===== config.mk =====
export PLATFORM = sky130hd
export DESIGN_NAME = temperature
export DESIGN_NICKNAME = d
export VERILOG_FILES = /design/src/rtl/temperature.sv
export SDC_FILE = /design/constraint.sdc
export NUM_CORES = 1
export LEC_CHECK = 0
export ABC_AREA = 1
export CORE_AREA = 5 5 42 44
export DETAILED_ROUTE_END_ITERATION = 10
export DIE_AREA = 0 0 47 49
export PLACE_DENSITY = 0.8
export SETUP_SLACK_MARGIN = 0.1
export SYNTH_ARGS = -nofsm -noshare
export SYNTH_HDL_FRONTEND = slang
export SYNTH_SLANG_ARGS = --single-unit

===== constraint.sdc =====
create_clock -name clock -period 1.1 [get_ports clock]
set_input_delay 0.22 -clock clock [delete_from_list [all_inputs] [get_ports clock]]
set_output_delay 0.22 -clock clock [all_outputs]
set_load 0.01 [all_outputs]

===== src/rtl/temperature.sv =====
// Thermostat controller: a cooler and a heater with hysteresis, a level-sensitive off switch,
// and an asynchronous active-high reset. Both outputs are combinational from temp.
//
// state   | meaning
// IDLE    | neither output active, no hysteresis held
// COOLING | cooler was on at the last edge; holds it on while temp > COOL_OFF
// HEATING | heater was on at the last edge; holds it on while temp < HEAT_OFF
// OFF     | off_btn held; acts like IDLE once released
module temperature #(
    parameter int COOL_ON  = 35,
    parameter int COOL_OFF = 25,
    parameter int HEAT_ON  = 15,
    parameter int HEAT_OFF = 20
) (
    input  logic               clock,
    input  logic               reset,
    input  logic               off_btn,
    input  logic signed [31:0] temp,
    output logic               cooler,
    output logic               heater
);

    typedef enum logic [1:0] {
        IDLE    = 2'd0,
        COOLING = 2'd1,
        HEATING = 2'd2,
        OFF     = 2'd3
    } state_t;

    state_t state;
    state_t state_next;
    logic   enable;

    assign enable = !reset && !off_btn;

    always_ff @(posedge clock or posedge reset) begin
        if (reset) begin
            state <= IDLE;
        end else begin
            state <= state_next;
        end
    end

    // Parameter ordering keeps the cooler and heater conditions mutually exclusive.
    always_comb begin
        cooler     = 1'b0;
        heater     = 1'b0;
        state_next = IDLE;

        if (enable) begin
            cooler = (temp >= COOL_ON) || ((state == COOLING) && (temp > COOL_OFF));
            heater = (temp <= HEAT_ON) || ((state == HEATING) && (temp < HEAT_OFF));
        end

        if (off_btn) begin
            state_next = OFF;
        end else if (cooler) begin
            state_next = COOLING;
        end else if (heater) begin
            state_next = HEATING;
        end else begin
            state_next = IDLE;
        end
    end

endmodule


==> impl_metrics.csv <==
group,metric,value,unit
power,switching_share,26.7,%
route,first_pass_iters,2,
grt,grt_start_max_net_pins,5,
synth,syn_inst,72,
die,die_h,49,µm
finish,area_growth,133,%
route,vias_per_cell,4.10,
job,drv_cap,0,
placement,gp_congestion,0.726,
cts,numCtsBuffers,3,
grt,grt_pass1_vias,493,
synth,ys_ff_latch,2,
timing,rsz0062_at_grt,"true",
cts,path_clk_slew,30,ps
die,core_area,1400,µm²
timing,fmax,696,MHz
finish,stdcell_count,134,
cts,clockRootBuffer,"clkbuf_4",
synth,synthTopCellsByArea,"nand2_1 28%, nor2_1 21%, inv_1 17%",
route,ant_nets,0,
power,internal_power,0.310,mW
finish,multiInputGateArea,239,µm²
synth,syn_avg_cell_area,4.64,µm²
die,pin_count,37,
cts,cts_sinks,2,
setup_path,end_kind,"output port",
finish,fillers,156,
timing,hold_viol,0,
synth,synth_edf_count,0,
finish,regArea,50.0,µm²
finish,nets,155,
synth,synth_nets,107,
power,p_comb_share,41.9,%
power,p_sw,0.113,mW
timing,tightest_slew,228,ps
power,clockPowerShare,38.8,%
timing,period_needed,1440,ps
placement,pre_cts_ws,-926,ps
timing,drv_slew,0,
timing,finalWorstSetupSlack,-336,ps
cts,clock_latency,220,ps
route,route.detailed.drc,0,
synth,synth_common_cells,"25 x nand2_1, 19 x nor2_1, 15 x inv_1",
grt,antenna_found_initial,0,
grt,gr-usage-all-layers,10.0,%
grt,grt_pass1_wl,1.75,mm
setup_path,worstSetupPathType,"register to output port",
die,dieArea,2300,µm²
finish,largest_register_ffs,2,
route,drt-wirelength-per-cell,9.23,µm
die,start_util,23.8,%
cts,cts-htree-levels,1,
finish,regMostFlops,"state",
synth,synth_top_flop_cell,"dfrtp_1",
setup_path,critical_path.max_fanout,2,
route,vias,549,
power,leakage,0.443,nW
timing,fin_skew,3.97,ps
min_path,hold_path_class,"primary input to async pin",
timing,min_period_over_period,131,%
outcome,status,"finished with violations",
setup_path,critPathLaunchType,"register",
synth,yosysTopAreaCellShare,28.1,%
synth,synth_area,334,µm²
cts,hold_buffers,0,
power,ir_drop,0.449,mV
timing,finalSetupViolCount,3,
finish,largestRegisters,"state (2)",
power,power_density,543,nW/µm²
outcome,violations,"setup timing",
placement,dp.cells,125,
grt,grt.overflow.total,0,
synth,synth_most_common_cell,"nand2_1",
cts,clockBufferDepth,2,
die,die_width,47,µm
power,power.share.sequential,19.3,%
setup_path,crit_required,880,ps
timing,slew_headroom,84.7,%
placement,io_buffers,36,
route,drt_iter0_markers,3,
finish,fin_util,55.5,%
finish,diodes,0,
placement,dp_hpwl,962,µm
die,num_rows,14,
cts,cts_tree,"built",
finish,drive_above_1_share,23.7,%
synth,async_reset_ff_share,100,%
synth,ys_seq_area_share,15.0,%
synth,synth_cell_types,11,
route,routed_wl,1.24,mm
setup_path,cp.arrival,1220,ps
synth,yosysTopAreaCell,"nand2_1",
synth,yosysWarnings,0,
## power groups by stage
stage | clock network (mW) | logic (mW) | registers (mW)
floorplan | 0 | 0.0524 | 0.0809
global placement | 0 | 0.189 | 0.0811
detailed placement | 0 | 0.192 | 0.0813
CTS | 0.171 | 0.175 | 0.0805
global route | 0.178 | 0.195 | 0.0816
finish | 0.164 | 0.177 | 0.0815
## final cells by class
type                            count  area share, %
Clock buffer                        3           2.89
Inverter                           16           7.72
Multi-Input combinational cell     54           30.7
Sequential cell                     2           6.43
Tap cell                           16           2.57
Timing Repair Buffer               43           49.7
## worst max-delay path, stage by stage (launching register included)
cell      delay, ps
dfrtp_1         360
inv_2            60
nand2_1          40
nand3b_1        140
nand2_1          60
inv_1            40
nand2_1          70
nand3_2          70
inv_2            60
buf_6            90
## path summary, 6_finish.rpt
path                               startpoint                  to  slack [ps]  cells past startpoint
min                                     reset  state[0]$_DFF_PP0_         190                      2
min in group clock                   temp[31]  state[0]$_DFF_PP0_         420                      5
max                        state[1]$_DFF_PP0_              cooler        -340                      9
max in group asynchronous               reset  state[1]$_DFF_PP0_         800                      2
max reg2reg                state[1]$_DFF_PP0_  state[1]$_DFF_PP0_        -240                     12
min reg2reg                state[1]$_DFF_PP0_  state[0]$_DFF_PP0_         810                      8
## timing repair
item	in CTS	in global routing
setup endpoints to repair	4	4
pin swaps	32	30
buffers inserted	8	0
resized for setup	51	21
## metrics by stage
step	setup TNS [ps]	cell area [µm²]	total power [mW]	hold WS [ps]
after floorplan	0	334	0.133	-38.8
after global placement	-2400	722	0.271	410
after detailed placement	-2420	722	0.274	407
after CTS	-989	777	0.426	168
after global routing	-1120	778	0.455	225
final	-898	778	0.422	190
## routing by layer
metal	vias to the layer above	GRT usage, %	wire length (µm)
met5	-	0	0
met4	0	6.91	0
met3	0	1.85	150
met2	22	15.4	617
met1	224	11.9	468
li1	303	-	-
## cells in the final DEF, fill, tap and decap left out, drive strengths merged
master	count
buf	9
dfrtp	2
inv	16
o21ai	1
nor3	2
nand3b	1
dlygate4sd2	17
nand2	25
clkdlybuf4s50	2
nand3	5
clkbuf	8
dlymetal6s2s	1
clkdlybuf4s15	9
nor2	20
## logic make-up (layout without fill, tap and decap cells)
logic type	after synthesis	after routing	synth area share, %
compound gates	1	1	1.50
buf+inv	16	62	18.0
flops	2	2	15.0
simple gates	53	53	65.5
Power figures use the tool's default switching activity.
